==> src/rtl/spi_pkg.sv <==
// Shared types and constants for the SPI responder.
// Mode 0: SCLK idles low, data sampled on rise, shifted on fall.
package spi_pkg;

  typedef logic [7:0] byte_t;

  localparam logic  SPI_CPOL      = 1'b0;
  localparam logic  SPI_CPHA      = 1'b0;
  localparam byte_t IDLE_BYTE_DEF = 8'hFF;

endpackage

==> src/rtl/spi_pin_sync.sv <==
// Multi-stage synchronizer for one SPI pin with edge detect.
// Edges compare the synchronized level with its previous sample.
module spi_pin_sync #(
  parameter int   STAGES  = 2,
  parameter logic RST_VAL = 1'b0
) (
  input  logic i_clock,
  input  logic i_reset,
  input  logic i_pin,
  output logic o_level,
  output logic o_rise,
  output logic o_fall
);

  logic [STAGES-1:0] r_sync;
  logic              r_prev;

  // shift the pin through the sync chain, keep the last level
  always_ff @(posedge i_clock) begin
    if (i_reset) begin
      r_sync <= {STAGES{RST_VAL}};
      r_prev <= RST_VAL;
    end else begin
      r_sync <= {r_sync[STAGES-2:0], i_pin};
      r_prev <= r_sync[STAGES-1];
    end
  end

  assign o_level = r_sync[STAGES-1];
  assign o_rise  = r_sync[STAGES-1] & ~r_prev;
  assign o_fall  = ~r_sync[STAGES-1] & r_prev;

endmodule

==> src/rtl/spi_responder.sv <==
// SPI mode-0 target: oversampled pins, rx byte stream,
// one-entry tx buffer shifted out MSB first on MISO.
module spi_responder
  import spi_pkg::*;
#(
  parameter int    SYNC_STAGES = 2,
  parameter byte_t IDLE_BYTE   = IDLE_BYTE_DEF
) (
  input  logic       i_clock,
  input  logic       i_reset,
  input  logic       i_spi_clk,
  input  logic       i_spi_cs_n,
  input  logic       i_spi_mosi,
  output logic       o_spi_miso,
  output logic       o_spi_miso_en,
  input  logic [7:0] i_tx_data,
  input  logic       i_tx_valid,
  output logic       o_tx_ready,
  output logic [7:0] o_rx_data,
  output logic       o_rx_valid,
  input  logic       i_rx_ready,
  input  logic       i_clear_flags,
  output logic       o_overrun,
  output logic       o_underrun
);

  localparam logic [0:0] ST_IDLE   = 1'b0;
  localparam logic [0:0] ST_ACTIVE = 1'b1;

  logic [0:0] r_state;
  logic [2:0] r_bit_cnt;
  byte_t      r_rx_shift;
  byte_t      r_tx_shift;
  byte_t      r_buf;
  logic       r_buf_full;
  byte_t      r_rx_data;
  logic       r_rx_valid;
  logic       r_overrun;
  logic       r_underrun;
  logic       r_miso;
  logic       r_miso_en;

  logic w_sclk_level, w_sclk_rise, w_sclk_fall;
  logic w_cs_level, w_cs_rise, w_cs_fall;
  logic w_mosi, w_mosi_rise, w_mosi_fall;
  logic w_unused;

  spi_pin_sync #(.STAGES(SYNC_STAGES), .RST_VAL(1'b0)) u_sclk (
    .i_clock(i_clock), .i_reset(i_reset), .i_pin(i_spi_clk),
    .o_level(w_sclk_level), .o_rise(w_sclk_rise),
    .o_fall(w_sclk_fall)
  );

  spi_pin_sync #(.STAGES(SYNC_STAGES), .RST_VAL(1'b1)) u_cs (
    .i_clock(i_clock), .i_reset(i_reset), .i_pin(i_spi_cs_n),
    .o_level(w_cs_level), .o_rise(w_cs_rise),
    .o_fall(w_cs_fall)
  );

  spi_pin_sync #(.STAGES(SYNC_STAGES), .RST_VAL(1'b0)) u_mosi (
    .i_clock(i_clock), .i_reset(i_reset), .i_pin(i_spi_mosi),
    .o_level(w_mosi), .o_rise(w_mosi_rise),
    .o_fall(w_mosi_fall)
  );

  assign w_unused = ^{w_sclk_level, w_cs_level,
                      w_mosi_rise, w_mosi_fall};

  logic  w_start, w_stop, w_act;
  logic  w_bit_in, w_bit_out, w_load, w_write;
  logic  w_rx_done, w_rx_block;
  byte_t w_load_byte, w_rx_byte;

  assign w_start     = (r_state == ST_IDLE) && w_cs_fall;
  assign w_stop      = (r_state == ST_ACTIVE) && w_cs_rise;
  assign w_act       = (r_state == ST_ACTIVE) && !w_cs_rise;
  assign w_bit_in    = w_act && w_sclk_rise;
  assign w_bit_out   = w_act && w_sclk_fall;
  assign w_load      = w_start ||
                       (w_bit_out && (r_bit_cnt == 3'd0));
  assign w_load_byte = r_buf_full ? r_buf : IDLE_BYTE;
  assign w_write     = i_tx_valid && !r_buf_full;
  assign w_rx_byte   = {r_rx_shift[6:0], w_mosi};
  assign w_rx_done   = w_bit_in && (r_bit_cnt == 3'd7);
  assign w_rx_block  = r_rx_valid && !i_rx_ready;

  // select state, bit counter and receive shifter
  always_ff @(posedge i_clock) begin
    if (i_reset) begin
      r_state    <= ST_IDLE;
      r_bit_cnt  <= 3'd0;
      r_rx_shift <= '0;
    end else if (w_start) begin
      r_state    <= ST_ACTIVE;
      r_bit_cnt  <= 3'd0;
      r_rx_shift <= '0;
    end else if (w_stop) begin
      r_state    <= ST_IDLE;
      r_bit_cnt  <= 3'd0;
      r_rx_shift <= '0;
    end else if (w_bit_in) begin
      r_rx_shift <= w_rx_byte;
      r_bit_cnt  <= r_bit_cnt + 3'd1;
    end
  end

  // transmit shifter and registered MISO pin
  always_ff @(posedge i_clock) begin
    if (i_reset) begin
      r_tx_shift <= '0;
      r_miso     <= 1'b1;
      r_miso_en  <= 1'b0;
    end else if (w_stop) begin
      r_miso     <= 1'b1;
      r_miso_en  <= 1'b0;
    end else if (w_load) begin
      r_tx_shift <= w_load_byte;
      r_miso     <= w_load_byte[7];
      r_miso_en  <= 1'b1;
    end else if (w_bit_out) begin
      r_tx_shift <= {r_tx_shift[6:0], 1'b0};
      r_miso     <= r_tx_shift[6];
    end
  end

  // one-entry transmit buffer; a write only lands when empty
  always_ff @(posedge i_clock) begin
    if (i_reset) begin
      r_buf      <= '0;
      r_buf_full <= 1'b0;
    end else if (w_write) begin
      r_buf      <= i_tx_data;
      r_buf_full <= 1'b1;
    end else if (w_load) begin
      r_buf_full <= 1'b0;
    end
  end

  // received byte holding register with valid/ready
  always_ff @(posedge i_clock) begin
    if (i_reset) begin
      r_rx_data  <= '0;
      r_rx_valid <= 1'b0;
    end else if (w_rx_done && !w_rx_block) begin
      r_rx_data  <= w_rx_byte;
      r_rx_valid <= 1'b1;
    end else if (i_rx_ready) begin
      r_rx_valid <= 1'b0;
    end
  end

  // sticky error flags; a new event beats a clear
  always_ff @(posedge i_clock) begin
    if (i_reset) begin
      r_overrun  <= 1'b0;
      r_underrun <= 1'b0;
    end else begin
      if (i_clear_flags) begin
        r_overrun  <= 1'b0;
        r_underrun <= 1'b0;
      end
      if (w_rx_done && w_rx_block)
        r_overrun  <= 1'b1;
      if (w_load && !r_buf_full)
        r_underrun <= 1'b1;
    end
  end

  assign o_spi_miso    = r_miso;
  assign o_spi_miso_en = r_miso_en;
  assign o_tx_ready    = !r_buf_full;
  assign o_rx_data     = r_rx_data;
  assign o_rx_valid    = r_rx_valid;
  assign o_overrun     = r_overrun;
  assign o_underrun    = r_underrun;

endmodule

==> config.mk <==
export PLATFORM = sky130hd
export DESIGN_NAME = spi_responder
export DESIGN_NICKNAME = d
export VERILOG_FILES = /design/src/rtl/spi_pkg.sv /design/src/rtl/spi_pin_sync.sv /design/src/rtl/spi_responder.sv
export SDC_FILE = /design/constraint.sdc
export NUM_CORES = 1
export LEC_CHECK = 0
export ABC_AREA = 1
export CORE_ASPECT_RATIO = 1.75
export CORE_MARGIN = 4
export CORE_UTILIZATION = 47
export DETAILED_ROUTE_END_ITERATION = 12
export MAX_ROUTING_LAYER = met4
export PLACE_DENSITY = 0.82
export REMOVE_ABC_BUFFERS = 1
export SKIP_LAST_GASP = 1
export SYNTH_ARGS = -nofsm -noshare
export SYNTH_HDL_FRONTEND = slang
export SYNTH_SLANG_ARGS = --single-unit
==> constraint.sdc <==
create_clock -name i_clock -period 1.25 [get_ports i_clock]
set_input_delay 0.125 -clock i_clock [delete_from_list [all_inputs] [get_ports i_clock]]
set_output_delay 0.125 -clock i_clock [all_outputs]
set_load 0.005 [all_outputs]
Word level (Yosys, flattened, before mapping)
Cells that the tools add are included.
- memories kept: 0
- output and inout bits: 14
- bits in latches: 0
- ROM bits: 0
- logic and storage cells: 70
- bits in registers: 48
- memory bits (writable): 0
- input port bits: 16
- mux-type cells: 14
- shift operators: 0
- order comparisons: 0
- add/subtract/negate cells: 1
- reduce and logical (&&, ||, !) cells: 27
- $mul: 0
- bitwise gates (word level): 10
- equality and inequality tests: 1
- divide/modulo/power cells: 0
- operators by type and width (kind ; count):
    $mux W7 ; 2
    $logic_and A1 B1 Y1 ; 12
    $reduce_bool A2 Y1 ; 6
    $mux W1 ; 11
    $mux W8 ; 1
    $not A1 Y1 ; 6
    $and A1 B1 Y1 ; 4
    $logic_not A1 Y1 ; 4
    $add A3 B1 Y3 const B ; 1
    $eq A3 B3 Y1 const B ; 1
    $logic_not A3 Y1 ; 1
    $reduce_or A3 Y1 ; 1
    $reduce_and A2 Y1 ; 1
    $reduce_or A2 Y1 ; 1
    $logic_or A1 B1 Y1 ; 1

Logic depth before layout (Yosys ltp)
Gate-level depths: netlist of run 1.
- depth in word-level cells: 9
- depth in mapped cells: 8
- depth with buffers taken out: 8

Hierarchy
A second synthesis of run 1 with hierarchy kept.
- cells, all modules: 286
- area, all modules: 2152.1 µm²
- modules (own cells, without submodules) (module ; sequential area each (µm²) ; area an instance (µm²) ; instances ; cells an instance):
    spi_responder ; 800.8 ; 1866.8 ; 1 ; 249
    spi_pin_sync (u_mosi ...) ; 60.1 ; 93.8 ; 2 ; 12
    spi_pin_sync (u_cs) ; 60.1 ; 97.6 ; 1 ; 13

Worst setup path before layout of run 1
No wires, ideal clock.
- path kind: flip-flop to flip-flop
- from: reg r_bit_cnt[0]
- to: reg r_tx_shift[5]
- clock period less this slack: 1.245 ns
- path buffers: 0
- cell stages (with the launch flop): 9
- setup slack: 0.005 ns
- library setup time: 0.117 ns
- arrival time: 1.128 ns
- data required time: 1.133 ns
- path through: dfxtp_1 -> inv_1 -> ha_1 -> nand2_1 -> nand2_2 -> o21ai_0 -> nand2_1 -> nor2_1 -> nor2_1
- word-level cells in the longest chain between the ends: 5
- elaborated cells on any way between the ends: 6
- those cells by class: 1 x mux; 5 x reduce/logical
- ends and longest elaborated chain (what ; RTL line ; source):
    from (decl) ; spi_responder.sv:31 ; logic [2:0] r_bit_cnt;
    from (signal assigned) ; spi_responder.sv:103 ; r_bit_cnt <= r_bit_cnt + 3'd1;
    $logic_not A3 Y1 * ; spi_responder.sv:80 ; (w_bit_out && (r_bit_cnt == 3'd0));
    $logic_and A1 B1 Y1 * ; spi_responder.sv:80 ;
    $logic_or A1 B1 Y1 * ; spi_responder.sv:79 ; assign w_load = w_start ||
    $reduce_bool A2 Y1 (no line) ; n/a ;
    $reduce_and A2 Y1 (no line) ; n/a ;
    to (signal assigned) ; spi_responder.sv:117 ; r_tx_shift <= w_load_byte;
    to (signal assigned) ; spi_responder.sv:121 ; r_tx_shift <= {r_tx_shift[6:0], 1'b0};
    to (decl) ; spi_responder.sv:33 ; byte_t r_tx_shift;
Mark *: on every way between the ends. The rest lies on a longest branch, timed or not.
A chain may end at the register's enable or synchronous reset.

Worst setup path in the final report of run 1
- from: reg r_bit_cnt[0]
- to: reg r_rx_data[7], in the netlist o_rx_data[7]
- word-level cells in the longest chain between the ends: 3
- ends and longest elaborated chain (what ; RTL line ; source):
    $eq A3 B3 Y1 ; spi_responder.sv:84 ; assign w_rx_done = w_bit_in && (r_bit_cnt == 3'd7);
    $logic_and A1 B1 Y1 ; spi_responder.sv:84 ;
    $logic_and A1 B1 Y1 ; spi_responder.sv:144 ; end else if (w_rx_done && !w_rx_block) begin
    to (signal assigned) ; spi_responder.sv:145 ; r_rx_data <= w_rx_byte;
    to (decl) ; spi_responder.sv:36 ; byte_t r_rx_data;
No other way between the ends.

==> run metrics, run 1 <==
synth top area cells=dfxtp_1, nor2_1, o21ai_0, inv_1, a21oi_1; Cells after Synth=between 200 and 300; WHS Endpoint=u_mosi.r_sync[0]; drt pass-1 iters=4; placed instance area=roughly 0.0024 sq mm; post-route setup slack=around 0.025 ns; RR Endpoint=o_rx_data[7]; Die ar.=roughly 0.0053 sq mm; Least-Margin Pin Slew=between 0.3 and 0.4 ns; most used cell, CP=nor2_1; Worst Hold Class=in2reg; port buffer count=29; syn_area_per_cell=roughly 7.8 sq um; final core occ=0.6450; Crit Path Category=reg2reg; peak supply drop=~1 mV; worst skew pair latency=about 0.3 ns; initial core utilization=0.4953; root buf cell=clkbuf_8; pre-CTS WS=-0.04440 ns; R2R depth=6; Clock transition at path regs=about 0.090 ns; CTS tree=yes; Lkg Pwr=roughly 1.1 nW; grt met3 use=0.03851; Synth Register Bits=48; status=finished, final reports clean; drt wl/cell=11.75 microns; Final Critical Period=about 1.2 ns; die height=about 94 microns; number of distinct library cells after synthesis=23; CP max FO=8; slew margin rel.=0.7713; Final setup viols=0; met2 Use GR=0.3168; Std-Cell Rows=30; drt total wl=between 4000 and 5000 microns; Final HPWL DP=2842 microns; met1 Track Usage GR=0.1484; n_diodes=0; clk buf depth=2; TritonCTS Sinks=48; share of layout cells above drive strength 1=0.2383; hold slack=roughly 0.33 ns; Slew Viols, Final=0; share of the synthesized area in the top cell type=0.4876; setup_tns=0 ns; largest net degree at the start of global routing=24; Yosys Warn Count=0; Vias/cell=between 4 and 5; Hold Startpoint=i_spi_mosi; vias in the first global route=between 1500 and 2000; Power Density=around 1100 mW/mm^2; FF-to-FF setup slack=about 0.025 ns; synthesized area=just under 0.002 sq mm; cts hold-fix bufs=0; Antenna Nets Post-Route=0; sequential fraction of the synthesis area=0.4876; fmax=between 0.8 and 0.9 GHz; Die X=roughly 57 microns; P&R area growth vs syn=30.22%; max_cap viols=0; worst endpoint data arrival time=about 1.5 ns; final routed DRC violation total=0; initial antenna violation count=0; initial drt markers=31; Final Cycle Share=0.9798; slowest stage delay, CP=~0.35 ns; CTS buffer count=5; CP max stage cell=dfxtp_2; leading cell type in the layout, fill and taps excluded=nor2_1; commonest non-fill, non-tap cells in the layout=nor2_1, dfxtp_1, inv_1; Worst EP required=~1.5 ns; Finished Cell Area=0.002566 sq mm; Final Hold Vio Count=0; gr ovfl total=0; Synth area leader=dfxtp_1; clock skew=about 0.0074 ns; core region area=roughly 0.004 sq mm; critical path capture point type=register; hold path depth=3; RSZ-0062 raised after global routing=true; io pins=30; gr usage total=0.1686; crit path cell chain=ha_2 -> ha_4 -> nand3_4 -> nor2_4 -> nor2_1 -> nor2_1; global route hottest layer=met2; nets=approximately 320; CP Launch Type=register; first-pass GRT wire length=slightly below 7000 microns; H-tree depth=2; critical register-to-register path startpoint=r_bit_cnt[0]; via count=1720; routability cong.=0.7763
-- timing repair --
action,CTS,global route
endpoints found under the hold margin,0,0
buffers inserted,1,1
pin swaps,0,11
endpoints found under the setup margin,18,29
gates resized for setup,27,27
gates cloned,0,1
-- worst max-delay path, delay by kind of cell, from the launching register on --
kind / cells / cell delay (ns)
and+or+nand+nor: 4 / 0.46
DFF: 1 / 0.35
adders and majority gates: 2 / 0.35
-- registers in the layout, indices dropped and copies added (netlist names) --
name           count
o_overrun          1
o_rx_data          8
o_rx_valid         1
o_spi_miso         1
o_spi_miso_en      1
o_underrun         1
r_bit_cnt          3
r_buf              8
r_buf_full         1
r_rx_shift         7
r_state            1
r_tx_shift         7
u_cs.r_prev        1
u_cs.r_sync        2
u_mosi.r_sync      2
u_sclk.r_prev      1
u_sclk.r_sync      2
-- where the power goes --
group	internal, W	switching, W
registers	0.00159	0.0000310
clock network	0.000453	0.000521
logic	0.000138	0.000157
-- Yosys cell counts (all sizes together) --
cell type / number
buf: 7
nor2: 44
clkbuf: 2
ha: 3
dfxtp: 48
nand4: 8
o21ai: 30
or2: 2
a21oi: 25
clkinv: 1
nand3: 18
nand2: 29
inv: 37
-- final cells by class --
class                           count  area [sq um]
Inverter                           38         142.6
Sequential cell                    48         983.4
Clock inverter                      2         13.76
Tap cell                           48         60.06
Clock buffer                        6         82.58
Timing Repair Buffer               44         405.4
Multi-Input combinational cell    160         878.3
Fill cell                         354          1413
-- how the worst max path moves through the flow --
| stage | to | startpoint |
|---|---|---|
| 2_1_floorplan | r_tx_shift[6] | u_cs.r_sync[1] |
| 3_3_place_gp | o_rx_data[6] | i_rx_ready |
| 3_5_place_dp | o_rx_data[0] | i_rx_ready |
| 4_1_cts | o_rx_data[0] | r_bit_cnt[1] |
| 5_1_grt | r_tx_shift[5] | u_cs.r_prev |
| 6_report | o_rx_data[7] | r_bit_cnt[0] |
-- routing by layer --
metal  part of all wire  wire (microns)
met1               0.37            1487
met2               0.56            2269
met3              0.049             201
met4              0.026             107
met5                  0               0
-- per-stage QoR --
stage / std cells / power, W
6_report: 346 / 0.002887
5_1_grt: 346 / 0.003035
4_1_cts: 344 / 0.002904
3_5_place_dp: 335 / 0.001931
3_3_place_gp: 335 / 0.001920
2_1_floorplan: 245 / 0.001795
-- cells by family after synthesis --
kind of cell,count (synthesis),synth area share
AO/OA/AOI/OAI,55,0.1435
flip-flops,48,0.4876
adder cells (fa/ha/maj),3,0.01905
buffers and inverters,47,0.1041
AND/OR/NAND/NOR,101,0.2457
No activity file was read; power rests on OpenSTA's default activity.
==> inputs of run 2 (changes only) <==
CORE_MARGIN = 3   (was 4)
==> run 2 against run 1 <==
Against the previous run: sequential cell count unchanged; register-to-register slack worse by 0.02 ns; via count is 3.5% higher; critical endpoint is now r_rx_shift[2]; total power grew 0.68%; routed wire length rose by 11%; cell count up 2.3%.
==> run metrics, run 2 (synthesized netlist as in run 1, its figures left out) <==
initial antenna violation count=0; routability cong.=~0.8; internal power consumption=0.002192 W; Antenna Nets Post-Route=0; Slew Viols, Final=0; n_diodes=0; delay-heaviest family, CP=simple AND/OR/NAND/NOR gates; share of layout cells above drive strength 1=0.2712; CP Launch Type=register; switch share=0.2459; Clock transition at path regs=roughly 0.090 ns; CP bufs+invs=1; R2R depth=6; drt pass-1 iters=6; critical register-to-register path startpoint=u_cs.r_sync[1]; io pins=30; Die X=between 50 and 60 microns; die height=~92 microns; Least-Margin Pin Slew=between 0.2 and 0.25 ns; register share of total power=0.557; Die ar.=a little over 0.005 sq mm; Final Critical Period=1.244 ns; worst endpoint data arrival time=1.48 ns; critical path capture point type=register; Final Cycle Share=0.9954; fmax=roughly 0.80 GHz; Hold Startpoint=i_spi_clk; root buf cell=clkbuf_8; final routed DRC violation total=0; Final HPWL DP=2790 microns; TritonCTS Sinks=48; status=finished, final reports clean; hold path depth=3; slew margin rel.=0.8432; setup_tns=0 ns; largest net degree at the start of global routing=24; CTS buffer count=5; drt wl/cell=~13 microns; RR Endpoint=r_rx_shift[2]; placed instance area=0.002369 sq mm; FF-to-FF setup slack=0.006 ns; clk buf depth=2; slowest stage delay, CP=~0.34 ns; core region area=0.003941 sq mm; CTS tree=yes; P&R area growth vs syn=37.14%; clock network fraction of design power=0.334; drt total wl=between 4000 and 5000 microns; Worst Hold Class=in2reg; Lkg Pwr=~1.1 nW; gr usage total=0.1773; cts hold-fix bufs=0; max_cap viols=0; via count=1780; Power Density=approximately 1100 mW/mm^2; sw power=around 0.0007 W; Worst EP required=1.48 ns; Final setup viols=0; commonest non-fill, non-tap cells in the layout=nor2_1, dfxtp_1, inv_1; initial drt markers=slightly above 50; crit path cell chain=buf_4 -> nand3_1 -> nand2_2 -> nor2_4 -> o21ai_0 -> a21oi_1; RSZ-0062 raised after global routing=true; Vias/cell=slightly above 5; gr ovfl total=0; peak supply drop=roughly 1.1 mV; vias in the first global route=about 1600; Crit Path Category=reg2reg; pre-CTS WS=-0.04155 ns; leading cell type in the layout, fill and taps excluded=nor2_1; H-tree depth=2; worst skew pair latency=around 0.3 ns; CP max FO=5; Gate power share=0.109; post-route setup slack=slightly below 0.006 ns; clock skew=roughly 0.011 ns; port buffer count=29; total power draw=around 0.0029 W; initial core utilization=0.5000; CP max stage cell=dfxtp_1; Final Hold Vio Count=0; Std-Cell Rows=30; first-pass GRT wire length=about 6500 microns; Finished Cell Area=roughly 0.0027 sq mm; WHS Endpoint=u_sclk.r_sync[0]; nets=324
## run 2: layout make-up
type	instances	area, sq um
fillers	309	1239
multi-input cells	161	923.4
clock buffers	6	82.58
inverters	38	147.6
well taps	48	60.06
flip-flops and latches	48	983.4
clock inverters	2	13.76
repair buffers	51	491.7
## run 2: worst min-delay path, delay by kind of cell
kind          cells  cell delay [ns]
buf+inv           2             0.44
simple gates      1             0.03
## run 2: how the worst max path moves through the flow
stage	startpoint	end	slack, ns	depth (start not counted)
after floorplan	u_cs.r_sync[1]	r_tx_shift[6]	-0.01	6
after global placement	i_rx_ready	o_rx_data[6]	0.001	6
after detailed placement	i_rx_ready	o_rx_data[4]	-0.04	6
after CTS	o_rx_data[7]	o_rx_data[7]	-0.02	1
after global routing	u_cs.r_sync[1]	r_tx_shift[5]	-0.06	7
final	u_cs.r_sync[1]	r_rx_shift[2]	0.006	6
## run 2: timing repair
action / in CTS / in global routing
pin swaps: 2 / 16
buffers inserted: 1 / 5
setup endpoints to repair: 23 / 36
resized for setup: 27 / 39
gates cloned: 0 / 5
## run 2: metrics by stage
step	std cells	hold slack, ns	utilization
floorplan	245	0.1874	-
global placement	335	0.3900	0.6010
detailed placement	335	0.3923	0.6010
CTS	344	0.3300	0.6327
global route	354	0.3320	0.6857
finish	354	0.3340	0.6857
## run 2: metal layers
layer / part of all wire / vias up / routed length (microns) / global-route usage
met4: 0.039 / 0 / 177 / 0.08722
met5: 0 / - / 0 / -
li1: - / 918 / - / -
met1: 0.34 / 791 / 1549 / 0.1698
met3: 0.047 / 17 / 213 / 0.04065
met2: 0.57 / 54 / 2576 / 0.3113
## run 2: power by group through the flow
stage | sequential [W] | clock (W) | combinational [W]
after floorplan | 0.00165 | 0 | 0.000149
after global placement | 0.00165 | 0 | 0.000272
after detailed placement | 0.00165 | 0 | 0.000277
after CTS | 0.00162 | 0.000987 | 0.000279
after global routing | 0.00163 | 0.00105 | 0.000357
final | 0.00162 | 0.000969 | 0.000318
==> inputs of run 3 (changes only) <==
PLACE_DENSITY = 0.74   (was 0.82)
==> run 3 against run 2 <==
Against the previous run: cell count fell by 2.0%; largest cell class unchanged; critical path type unchanged; sequential power about the same; clock power up 18%; count of clock-buffer cells in the layout decreased by 1; largest power group unchanged; worst hold slack got worse by 0.0035 ns; sequential share of layout area grew 1.3 points; highest routed layer unchanged; die area did not move; routed wire length is 12% lower; final area shrank 3.5%; sequential cell count is the same; fmax is 4.5% higher.
==> run metrics, run 3 (synthesized netlist as in run 1, its figures left out) <==
CP max FO=9; P&R area growth vs syn=32.32%; Std-Cell Rows=30; first-pass GRT wire length=around 6400 microns; routability cong.=between 0.8 and 0.9; Vias/cell=between 4 and 5; Worst EP required=~1.5 ns; Final Hold Vio Count=0; CTS tree=yes; setup_tns=0 ns; worst endpoint data arrival time=around 1.4 ns; H-tree depth=2; vias in the first global route=1569; Crit Path Category=reg2reg; largest net degree at the start of global routing=24; CTS buffer count=5; register area=~980 sq um; root buf cell=clkbuf_8; critical path capture point type=register; met2 Use GR=0.3113; Die X=roughly 55 microns; Final Cycle Share=0.9522; initial drt markers=28; gr usage total=0.1774; commonest non-fill, non-tap cells in the layout=nor2_1, dfxtp_1, inv_1; die height=91.66 microns; status=finished, final reports clean; Final setup viols=0; nets=317; hold slack=0.3305 ns; n_diodes=0; peak supply drop=1.220 mV; CP Launch Type=register; grt met3 use=0.04228; Lkg Pwr=1.070 nW; RSZ-0062 raised after global routing=true; final routed DRC violation total=0; leading cell type in the layout, fill and taps excluded=nor2_1; Clock transition at path regs=approximately 0.09 ns; io pins=30; clock skew=~0.011 ns; via count=about 1700; Worst Hold Class=in2reg; Final HPWL DP=2790 microns; Finished Cell Area=0.002608 sq mm; clk buf depth=2; Final Critical Period=1.190 ns; drt pass-1 iters=4; max_cap viols=0; Die ar.=0.005037 sq mm; area of the multi-input gates=~900 sq um; gr ovfl total=0; drt wl/cell=approximately 11 microns; placed instance area=around 0.0024 sq mm; Least-Margin Pin Slew=0.2931 ns; share of layout cells above drive strength 1=0.2441; worst skew pair latency=about 0.31 ns; slew margin rel.=0.8041; initial core utilization=0.5000; met1 Track Usage GR=0.1680; global route hottest layer=met2; Fillers=approximately 370; Slew Viols, Final=0; TritonCTS Sinks=48; core region area=0.003941 sq mm; Power Density=roughly 1200 mW/mm^2; port buffer count=29; Antenna Nets Post-Route=0; initial antenna violation count=0; fmax=~0.84 GHz; drt total wl=around 4000 microns
-- run 3: changes by cell type in the layout (fill, tap and decap cells not counted), moves of 2 or more --
cell and delta:
nand2_1 +2, dlygate4sd2_1 +2, dlymetal6s2s_1 -2, buf_6 -4
nand2_2 -2, o21ai_1 -2, inv_4 -2
-- run 3: cell type report --
| cell class | count | share of cell area |
|---|---|---|
| Inverter | 38 | 0.05470 |
| Multi-Input combinational cell | 160 | 0.3440 |
| Timing Repair Buffer | 45 | 0.1569 |
| Tap cell | 48 | 0.02303 |
| Clock inverter | 3 | 0.01775 |
| Sequential cell | 48 | 0.3772 |
| Clock buffer | 5 | 0.02639 |
-- run 3: worst paths after layout --
| check | startpoint | to | slack [ns] | cells past startpoint |
|---|---|---|---|---|
| worst max register to register | r_bit_cnt[0] | o_rx_data[1] | 0.06 | 6 |
| worst max-delay path | r_bit_cnt[0] | o_rx_data[1] | 0.06 | 6 |
| worst min-delay path | i_spi_mosi | u_mosi.r_sync[0] | 0.33 | 3 |
| worst min register to register | u_sclk.r_sync[0] | u_sclk.r_sync[1] | 0.40 | 2 |
-- run 3: power by group --
part / total, W / leakage, nW / switching [W] / internal [W]
clock: 0.00114 / 0.0548 / 0.000535 / 0.000603
sequential: 0.00162 / 0.397 / 0.0000315 / 0.00159
combinational: 0.000299 / 0.618 / 0.000157 / 0.000142
total: 0.00306 / 1.07 / 0.000724 / 0.00233
-- run 3: routing by layer --
layer / share of wire / vias up
li1: - / 898
met1: 0.36 / 763
met2: 0.55 / 38
met3: 0.044 / 13
met4: 0.045 / 0
met5: 0 / -
-- run 3: worst max-delay path, stage by stage (launching register included) --
cell	delay [ns]
dfxtp_2	0.33
ha_2	0.20
ha_4	0.17
buf_4	0.16
nand4_1	0.10
nand2_1	0.06
nor2_1	0.10
-- run 3: stage by stage --
| stage | std cells | worst slack (ns) | utilization | power [W] |
|---|---|---|---|---|
| after CTS | 343 | -0.01139 | 0.6397 | 0.003070 |
| after detailed placement | 335 | -0.07693 | 0.6010 | 0.001930 |
| after global placement | 335 | -0.01006 | 0.6010 | 0.001922 |
| final | 347 | 0.05971 | 0.6616 | 0.003056 |
| after floorplan | 245 | -0.01355 | - | 0.001795 |
| after global routing | 347 | -0.03361 | 0.6616 | 0.003190 |
-- run 3: what timing repair did --
action	CTS	global route
endpoints found under the setup margin	22	35
hold buffers	0	0
pin swaps	1	7
setup buffers	0	3
cloned	0	1
resized for setup	33	22
